`src/rtl/cpu_rp2a03_apu_wave_channel.sv`:
```
// Selectable-waveform (triangle / sawtooth / square) successor of the 2A03 triangle channel.
// Optional feature macro: APU_WAVE_MUTE_HOLD_EN (hold last sample and freeze sequencer when muted or idle).
module cpu_rp2a03_apu_wave_channel #(
    parameter int TIMER_W   = 11,
    parameter int SEQ_LOG2  = 5,
    parameter int LIN_W     = 7,
    parameter int AMP_MUL   = 3,
    parameter int OUT_W     = 6,
    parameter int TIMER_MIN = 2,
    parameter int TIMER_MAX = 2045
) (
    input  logic             clk_i,
    input  logic             rst_ni,
    input  logic             channel_regs_wr_i,
    input  logic [1:0]       channel_regs_addr_i,
    input  logic [7:0]       channel_regs_wr_data_i,
    input  logic             half_frame_i,
    input  logic             quarter_frame_i,
    input  logic             channel_enabled_i,
    output logic             channel_is_active_o,
    output logic [OUT_W-1:0] channel_output_o
);

    typedef enum logic [1:0] {
        MODE_TRIANGLE = 2'b00,
        MODE_SAWTOOTH = 2'b01,
        MODE_SQUARE   = 2'b10,
        MODE_RESERVED = 2'b11
    } wave_mode_e;

    localparam int LVL_W = SEQ_LOG2 - 1;
    localparam logic [TIMER_W-1:0] LP_TIMER_MIN = TIMER_W'(TIMER_MIN);
    localparam logic [TIMER_W-1:0] LP_TIMER_MAX = TIMER_W'(TIMER_MAX);

    // Length table shared with the pulse and noise channels.
    function automatic logic [7:0] lenTable(input logic [4:0] idx);
        logic [7:0] val;
        case (idx)
            5'd0:  val = 8'd10;   5'd1:  val = 8'd254;
            5'd2:  val = 8'd20;   5'd3:  val = 8'd2;
            5'd4:  val = 8'd40;   5'd5:  val = 8'd4;
            5'd6:  val = 8'd80;   5'd7:  val = 8'd6;
            5'd8:  val = 8'd160;  5'd9:  val = 8'd8;
            5'd10: val = 8'd60;   5'd11: val = 8'd10;
            5'd12: val = 8'd14;   5'd13: val = 8'd12;
            5'd14: val = 8'd26;   5'd15: val = 8'd14;
            5'd16: val = 8'd12;   5'd17: val = 8'd16;
            5'd18: val = 8'd24;   5'd19: val = 8'd18;
            5'd20: val = 8'd48;   5'd21: val = 8'd20;
            5'd22: val = 8'd96;   5'd23: val = 8'd22;
            5'd24: val = 8'd192;  5'd25: val = 8'd24;
            5'd26: val = 8'd72;   5'd27: val = 8'd26;
            5'd28: val = 8'd16;   5'd29: val = 8'd28;
            5'd30: val = 8'd32;   default: val = 8'd30;
        endcase
        return val;
    endfunction

    logic                r_ctrl;
    logic [LIN_W-1:0]    r_reload;
    wave_mode_e          r_mode;
    logic [TIMER_W-1:0]  r_period;
    logic [TIMER_W-1:0]  r_timer;
    logic [SEQ_LOG2-1:0] r_seq;
    logic [LIN_W-1:0]    r_linear;
    logic                r_reloadFlag;
    logic [7:0]          r_length;
    logic [OUT_W-1:0]    r_out;

    logic             w_wr0;
    logic             w_wr1;
    logic             w_wr2;
    logic             w_wr3;
    logic             w_countersLive;
    logic             w_muted;
    logic             w_step;
    logic [LVL_W-1:0] w_level;
    logic [OUT_W-1:0] w_sample;

    assign w_wr0 = channel_regs_wr_i && (channel_regs_addr_i == 2'd0);
    assign w_wr1 = channel_regs_wr_i && (channel_regs_addr_i == 2'd1);
    assign w_wr2 = channel_regs_wr_i && (channel_regs_addr_i == 2'd2);
    assign w_wr3 = channel_regs_wr_i && (channel_regs_addr_i == 2'd3);

    assign w_countersLive = (r_linear != '0) && (r_length != 8'd0);
    assign w_muted        = (r_period <= LP_TIMER_MIN) || (r_period >= LP_TIMER_MAX);

`ifdef APU_WAVE_MUTE_HOLD_EN
    assign w_step = (r_timer == '0) && w_countersLive && !w_muted;
`else
    assign w_step = (r_timer == '0) && w_countersLive;
`endif

    always_ff @(posedge clk_i or negedge rst_ni) begin
        if (!rst_ni) begin
            r_ctrl   <= 1'b0;
            r_reload <= '0;
            r_mode   <= MODE_TRIANGLE;
            r_period <= '0;
        end else begin
            if (w_wr0) begin
                r_ctrl   <= channel_regs_wr_data_i[7];
                r_reload <= channel_regs_wr_data_i[LIN_W-1:0];
            end
            if (w_wr1) begin
                r_mode <= wave_mode_e'(channel_regs_wr_data_i[1:0]);
            end
            if (w_wr2) begin
                r_period[7:0] <= channel_regs_wr_data_i;
            end
            if (w_wr3) begin
                r_period[TIMER_W-1:8] <= channel_regs_wr_data_i[TIMER_W-9:0];
            end
        end
    end

    // A reg3 write always re-arms the reload flag, even when it lands on a quarter frame.
    always_ff @(posedge clk_i or negedge rst_ni) begin
        if (!rst_ni) begin
            r_linear     <= '0;
            r_reloadFlag <= 1'b0;
        end else begin
            if (quarter_frame_i) begin
                if (r_reloadFlag) begin
                    r_linear <= r_reload;
                end else if (r_linear != '0) begin
                    r_linear <= r_linear - 1'b1;
                end
            end
            if (w_wr3) begin
                r_reloadFlag <= 1'b1;
            end else if (quarter_frame_i && !r_ctrl) begin
                r_reloadFlag <= 1'b0;
            end
        end
    end

    always_ff @(posedge clk_i or negedge rst_ni) begin
        if (!rst_ni) begin
            r_length <= 8'd0;
        end else if (!channel_enabled_i) begin
            r_length <= 8'd0;
        end else if (w_wr3) begin
            r_length <= lenTable(channel_regs_wr_data_i[7:3]);
        end else if (half_frame_i && !r_ctrl && (r_length != 8'd0)) begin
            r_length <= r_length - 8'd1;
        end
    end

    always_ff @(posedge clk_i or negedge rst_ni) begin
        if (!rst_ni) begin
            r_timer <= '0;
            r_seq   <= '0;
        end else begin
            if (r_timer == '0) begin
                r_timer <= r_period;
            end else begin
                r_timer <= r_timer - 1'b1;
            end
            if (w_step) begin
                r_seq <= r_seq - 1'b1;
            end
        end
    end

    // Triangle folds the low bits around the midpoint: upper half counts up, lower half counts down.
    always_comb begin
        w_level = '0;
        case (r_mode)
            MODE_SAWTOOTH: w_level = r_seq[SEQ_LOG2-1:1];
            MODE_SQUARE:   w_level = {LVL_W{r_seq[SEQ_LOG2-1]}};
            default:       w_level = r_seq[SEQ_LOG2-1] ? r_seq[LVL_W-1:0] : ~r_seq[LVL_W-1:0];
        endcase
    end

    assign w_sample = OUT_W'(OUT_W'(w_level) * OUT_W'(AMP_MUL));

    always_ff @(posedge clk_i or negedge rst_ni) begin
        if (!rst_ni) begin
            r_out <= '0;
        end else begin
`ifdef APU_WAVE_MUTE_HOLD_EN
            if (!w_muted && w_countersLive) begin
                r_out <= w_sample;
            end
`else
            r_out <= w_muted ? '0 : w_sample;
`endif
        end
    end

    assign channel_output_o    = r_out;
    assign channel_is_active_o = (r_length != 8'd0);

endmodule

```
`config.mk`:
```
export PLATFORM = sky130hd
export DESIGN_NAME = cpu_rp2a03_apu_wave_channel
export DESIGN_NICKNAME = d
export VERILOG_FILES = /design/src/rtl/cpu_rp2a03_apu_wave_channel.sv
export SDC_FILE = /design/constraint.sdc
export NUM_CORES = 1
export LEC_CHECK = 0
export CORE_ASPECT_RATIO = 0.75
export CORE_MARGIN = 4
export CORE_UTILIZATION = 55
export CTS_CLUSTER_DIAMETER = 30
export DETAILED_ROUTE_END_ITERATION = 8
export PLACE_DENSITY = 0.82
export SYNTH_ARGS = -nofsm -noshare
export SYNTH_HDL_FRONTEND = slang
export SYNTH_SLANG_ARGS = --single-unit
```
`constraint.sdc`:
```
create_clock -name clk_i -period 2.7 [get_ports clk_i]
set_clock_uncertainty 0.05 [all_clocks]
set_input_delay 0.27 -clock clk_i [delete_from_list [all_inputs] [get_ports clk_i]]
set_output_delay 0.27 -clock clk_i [all_outputs]
set_load 0.02 [all_outputs]
```
==> flow_metrics.tcl, run 1 <==
set metrics [dict create \
    outcome "finished, final reports clean" \
    yosys.area_share.simple_pct 20.5 \
    dr_wl_met3_microns 440 \
    die_area_sq_um 7700 \
    clk_latency_ns 0.34 \
    synth_top_area_share_pct 42.3 \
    period_needed_ns 2.48 \
    synth_cell_types 58 \
    drt_iter0_drc 163 \
    fp.dieW_microns 100 \
    rows 24 \
    netlist_top_cells_count "59 x dfrtp_1, 33 x nand2_1, 33 x nor2_1" \
    min_period_over_period_pct 91.7 \
    r2r_slack_ns 0.24 \
    hold_viol 0 \
    grt_pass1_vias 2728 \
    core_sq_um 5980 \
    vias_per_cell 5.95 \
    drv_slew 0 \
    end_kind "primary output" \
    io_buffers 22 \
    cp.buffers_inverters 2 \
    antenna_found_initial 0 \
    yosysTopAreaCell "dfrtp_1" \
    met1_length_microns 3440 \
    synth_cells 359 \
    vias 2773 \
    crit_family "buffers and inverters" \
    dr.pass1.iters 4 \
    area_delta_synth_final_pct 13.2 \
    cp.required_ns 2.38 \
    synth-compound-area-share_pct 13.4 \
    cp_max_fo 7 \
    nets 420 \
    synth_edf_count 0 \
    cts_tree "yes" \
    postRouteAntennaNets 0 \
    synth-seq-cells 59 \
    max_freq_mhz 404 \
    hold_slack_ns 0.348 \
    seq_area_frac_synth_pct 42.3 \
    ys_warn_count 0 \
    yosysMostFrequentCell "dfrtp_1" \
    syn_area_sq_um 3490 \
    path_class "flip-flop to primary output" \
    min_path_type "input port to asynchronous set/reset pin" \
    worst_ir_drop_vdd_v 0.000536 \
    p_leak_nw 1.70 \
    finalWorstSetupSlack_ns 0.223 \
    powerDensity_nw_per_um2 855 \
    start_kind "flip-flop" \
    synth.net_count 394 \
    filler_cell_count 461 \
    wl_met2_microns 3450 \
    rsz0062_at_grt "no" \
    seq_area_sq_um 1480 \
    clockBufferDepth 2 \
    place_congestion 0.833 \
    cpPeakStageDelay_ns 0.59 \
    r2r_end "channel_output_o[4]$_DFF_PN0_" \
    synth-async-reset-ratio_pct 100 \
    wl_per_cell_microns 15.9 \
    fin_area_sq_um 3950 \
    clkSlewWorstSetupHoldPaths_ns 0.07 \
    grt_max_degree 27 \
    r2r_start "r_mode[0]$_DFFE_PN0P_" \
    worstPathArrival_ns 2.16 \
    synth_top_family_by_area "simple AND/OR/NAND/NOR gates" \
    synth_fa_ha_area_share_pct 7.02 \
    ys_top_cells_by_area "dfrtp_1 42%, ha_1 6.4%, mux2_2 6.1%" \
    post_dp_cell_area_sq_um 3790 \
    cp_cell_sequence "inv_1 > ha_1 > nor4b_4 > nand2_1 > clkdlybuf4s50_1" \
    cp_slowest_cell "clkdlybuf4s50_1" \
    pre_cts_ws_ns 0.159 \
    dieHeight_microns 77.0 \
    io_pins 23 \
    tightest_slew_ns 0.910 \
    rr_worst_depth 10 \
    fin_setup_tns_ns 0 \
    diodes 0 \
    drv_cap 0 \
    track_usage_pct 20.5 \
    cts.sink_count 59 \
    multi_input_area_sq_um 1860 \
    syn_avg_cell_area_sq_um 9.73 \
    grt_overflow 0 \
    setup_viol 0 \
    slew_headroom_pct 38.8 \
    drc 0 \
    synth_xor_area_share_pct 4.01 \
    drt-total-wl_microns 7420 \
    place_hpwl_microns 5460 \
    initial_core_util_pct 58.4 \
    grt_pass1_wl_microns 12700 \
    clockRootBuffer "clkbuf_8" \
    top_layer_used "met4" \
    synthMuxAreaShare_pct 8.35 \
    cts_buffers 9 \
    synthFlopType "dfrtp_1" \
    cts_max_level 3 \
    drive_gt1_share_pct 13.7 \
]
registers in the layout (all words and copies together), names as in the netlist, 2 cells and up:
register / flops
r_period: 11
r_timer: 11
r_length: 8
r_linear: 7
r_reload: 7
channel_output_o: 6
r_seq: 5
r_mode: 2
placed cells by master (no fill, tap or decap), drive strengths merged, types with 5 or more instances in the layout:
master         instances
a21oi                 24
buf                    7
clkbuf                11
clkdlybuf4s50         21
dfrtp                 59
ha                    18
inv                   26
mux2                  20
nand2                 33
nand2b                 5
nand3                  8
nand3b                 9
nor2                  33
nor3                   9
o21ai                 17
xnor2                 11
xor2                   5
worst max-delay path by stage:
| stage | start | endpoint | cells past startpoint |
|---|---|---|---|
| detailed placement | r_mode[0]$_DFFE_PN0P_ | channel_output_o[4]$_DFF_PN0_ | 8 |
| global route | r_mode[0]$_DFFE_PN0P_ | channel_output_o[4]$_DFF_PN0_ | 10 |
| global placement | r_mode[0]$_DFFE_PN0P_ | channel_output_o[4]$_DFF_PN0_ | 8 |
| floorplan | r_mode[0]$_DFFE_PN0P_ | channel_output_o[4]$_DFF_PN0_ | 9 |
| finish | r_length[0]$_DFFE_PN0P_ | channel_is_active_o | 5 |
| CTS | r_mode[0]$_DFFE_PN0P_ | channel_output_o[4]$_DFF_PN0_ | 8 |
layer usage:
metal | global-route usage (%) | up-vias
li1 | - | 1331
met1 | 28.5 | 1355
met2 | 31.6 | 74
met3 | 5.26 | 13
met4 | 6.33 | 0
met5 | 0 | -
power by group:
group	total (mW)	leakage, nW	internal, mW	switching (mW)
Combinational	1.28	0.907	0.620	0.658
Sequential	1.44	0.715	1.16	0.287
Clock	0.657	0.0750	0.320	0.338
timing repair:
item / in CTS / in global routing
endpoints found under the hold margin: 17 / 0
setup endpoints to repair: 0 / 1
setup buffers: 0 / 0
gates resized for setup: 0 / 1
hold buffers: 1 / 0
area by class of cell:
type | instances | area share (%)
multi-input cells | 260 | 47.1
flip-flops and latches | 59 | 37.3
repair buffers | 29 | 6.84
well taps | 78 | 2.47
clock inverters | 3 | 0.443
clock buffers | 11 | 3.32
inverters | 26 | 2.47
worst register-to-register path, stage by stage (launching register included):
cell	delay [ns]
dfrtp_1	0.37
inv_1	0.05
ha_1	0.44
nand2b_1	0.17
nand2_1	0.07
a221o_1	0.34
ha_1	0.30
a21oi_1	0.15
nor2b_1	0.07
a211o_1	0.26
a21oi_1	0.13
cell families after synthesis:
family | count (synthesis)
fa+ha+maj | 19
buf+inv | 40
mux | 25
xor+xnor | 16
compound gates | 73
flops | 59
simple gates | 127
through the flow:
step                      power, mW  utilization [%]  std cells
after floorplan                2.31                -        359
after global placement         2.65             63.5        451
after detailed placement       2.73             63.5        451
after CTS                      3.39             66.2        466
after global routing           3.61             66.2        466
final                          3.38             66.2        466
No activity file was read; power rests on OpenSTA's default activity.
==> inputs of run 2 (changes only) <==
--- a/config.mk
+++ b/config.mk
@@ -9,7 +9,9 @@
 export CORE_MARGIN = 4
 export CORE_UTILIZATION = 55
 export CTS_CLUSTER_DIAMETER = 30
+export CTS_CLUSTER_SIZE = 10
 export DETAILED_ROUTE_END_ITERATION = 8
+export GPL_TIMING_DRIVEN = 0
 export PLACE_DENSITY = 0.82
 export SYNTH_ARGS = -nofsm -noshare
 export SYNTH_HDL_FRONTEND = slang
==> run 2 against run 1 <==
Effect of this change: final cell count rose by 1.9%; via count rose by 1.4%; first-iteration DRC count rose by 23%; critical endpoint is now channel_output_o[4]$_DFF_PN0_.
==> flow_metrics.tcl, run 2 (same netlist as run 1, synthesis figures left out) <==
set metrics [dict create \
    cts_buffers 9 \
    drive_gt1_share_pct 13.6 \
    final_common_cell "dfrtp_1" \
    wl_per_cell_microns 15.8 \
    outcome "finished, final reports clean" \
    min_path_type "input port to asynchronous set/reset pin" \
    grt_pass1_vias 2802 \
    diodes 0 \
    seq_area_sq_um 1480 \
    clkSlewWorstSetupHoldPaths_ns 0.07 \
    post_dp_cell_area_sq_um 3800 \
    start_kind "flip-flop" \
    dr.pass1.iters 4 \
    drv_cap 0 \
    worst_ir_drop_vdd_v 0.000492 \
    hold_viol 0 \
    cts_max_level 3 \
    setup_viol 0 \
    cts.sink_count 59 \
    die_area_sq_um 7700 \
    path_class "flip-flop to flip-flop" \
    cp_slowest_cell "dfrtp_1" \
    clockBufferDepth 2 \
    rows 24 \
    mostFrequentLayoutCells "59 x dfrtp_1, 33 x nor2_1, 32 x nand2_1" \
    fp.dieW_microns 100 \
    drt-total-wl_microns 7510 \
    cp_cell_sequence "inv_1 > ha_1 > buf_2 > nand2b_1 > nand2_1 > a221o_1 > ha_1 > a21oi_1 > nor2b_1 > a211o_1 > a21oi_1" \
    antenna_found_initial 0 \
    io_pins 23 \
    track_usage_pct 21.2 \
    postRouteAntennaNets 0 \
    initial_core_util_pct 58.4 \
    p_leak_nw 1.74 \
    tightest_slew_ns 1.02 \
    cp.buffers_inverters 2 \
    vias 2813 \
    cp_max_fo 10 \
    postCtsSetupRepairBufs 0 \
    rsz0062_at_grt "no" \
    clk_latency_ns 0.34 \
    top_regs "r_period (11), r_timer (11), r_length (8)" \
    min_period_over_period_pct 94.1 \
    vias_per_cell 5.92 \
    grt_pass1_wl_microns 13100 \
    powerDensity_nw_per_um2 911 \
    dieHeight_microns 77.0 \
    io_buffers 20 \
    clock_power_share_pct 26.4 \
    cpPeakStageDelay_ns 0.37 \
    p_int_mw 2.41 \
    end_kind "flip-flop" \
    crit_family "compound AO/OA/AOI/OAI gates" \
    worstPathArrival_ns 2.75 \
    drv_slew 0 \
    multi_input_area_sq_um 1870 \
    finalWorstSetupSlack_ns 0.159 \
    swShare_pct 34.9 \
    drt_iter0_drc 200 \
    nets 427 \
    filler_cell_count 453 \
    period_needed_ns 2.54 \
    grt_max_degree 36 \
    core_sq_um 5980 \
    max_freq_mhz 394 \
    fin_setup_tns_ns 0 \
    pre_cts_ws_ns 0.138 \
    grt_overflow 0 \
    fin_area_sq_um 4060 \
    power.switching_mw 1.29 \
    area_delta_synth_final_pct 16.2 \
    slew_headroom_pct 31.4 \
    hold_slack_ns 0.402 \
    cp.required_ns 2.91 \
    place_hpwl_microns 5450 \
    cts_tree "yes" \
    p_comb_share_pct 35.1 \
    clockRootBuffer "clkbuf_8" \
    seqPwrFrac_pct 38.5 \
    place_congestion 0.922 \
    drc 0 \
]
[run 2: cell types whose count changed in the layout (fill, tap and decap cells not counted), sizes merged]
cell           change
clkinvlp           -1
clkbuf            +11
bufinv             +3
buf                -2
clkdlybuf4s50      -2
[run 2: repair_timing]
item                       in CTS  in global routing
hold buffers                    1                  0
hold endpoints to repair       24                  0
setup endpoints to repair       0                  2
gates resized for setup         0                  2
[run 2: layout make-up]
type / instances / area share [%]
buffer: 14 / 1.36
timing repair buffer: 22 / 5.55
multi-input combinational: 260 / 46.0
sequential: 59 / 36.4
inverter: 26 / 2.40
clock buffer: 11 / 3.48
clock inverter: 5 / 2.47
tap: 78 / 2.40
[run 2: path summary, 6_finish.rpt]
| kind | from | end | slack [ns] | cells past startpoint |
|---|---|---|---|---|
| min in group clk_i | r_reload[6]$_DFFE_PN0P_ | r_reload[6]$_DFFE_PN0P_ | 0.46 | 1 |
| worst min register to register | r_reload[6]$_DFFE_PN0P_ | r_reload[6]$_DFFE_PN0P_ | 0.46 | 1 |
| max in group asynchronous | rst_ni | r_length[3]$_DFFE_PN0P_ | 1.61 | 3 |
| worst min-delay path | rst_ni | channel_output_o[2]$_DFF_PN0_ | 0.40 | 2 |
| worst max register to register | r_mode[0]$_DFFE_PN0P_ | channel_output_o[4]$_DFF_PN0_ | 0.16 | 11 |
| worst max-delay path | r_mode[0]$_DFFE_PN0P_ | channel_output_o[4]$_DFF_PN0_ | 0.16 | 11 |
[run 2: per-layer routing]
layer	share of wire [%]	global-route usage, %	vias up
met5	0	0	-
met4	1.4	5.92	0
met3	4.7	6.44	12
met2	48	33.6	62
met1	46	28.3	1393
li1	-	-	1346
[run 2: through the flow]
step / instances / power (mW) / utilization (%)
after floorplan: 359 / 2.31 / -
after global placement: 457 / 2.63 / 63.4
after detailed placement: 458 / 2.72 / 63.7
after CTS: 475 / 3.71 / 67.9
after global routing: 475 / 3.97 / 67.9
final: 475 / 3.70 / 67.9
[run 2: power groups by stage]
| stage | logic, mW | clock network (mW) | registers [mW] |
|---|---|---|---|
| floorplan | 0.877 | 0 | 1.43 |
| global placement | 1.22 | 0 | 1.42 |
| detailed placement | 1.29 | 0 | 1.43 |
| finish | 1.30 | 0.978 | 1.42 |
| global route | 1.46 | 1.04 | 1.47 |
| CTS | 1.30 | 0.993 | 1.42 |
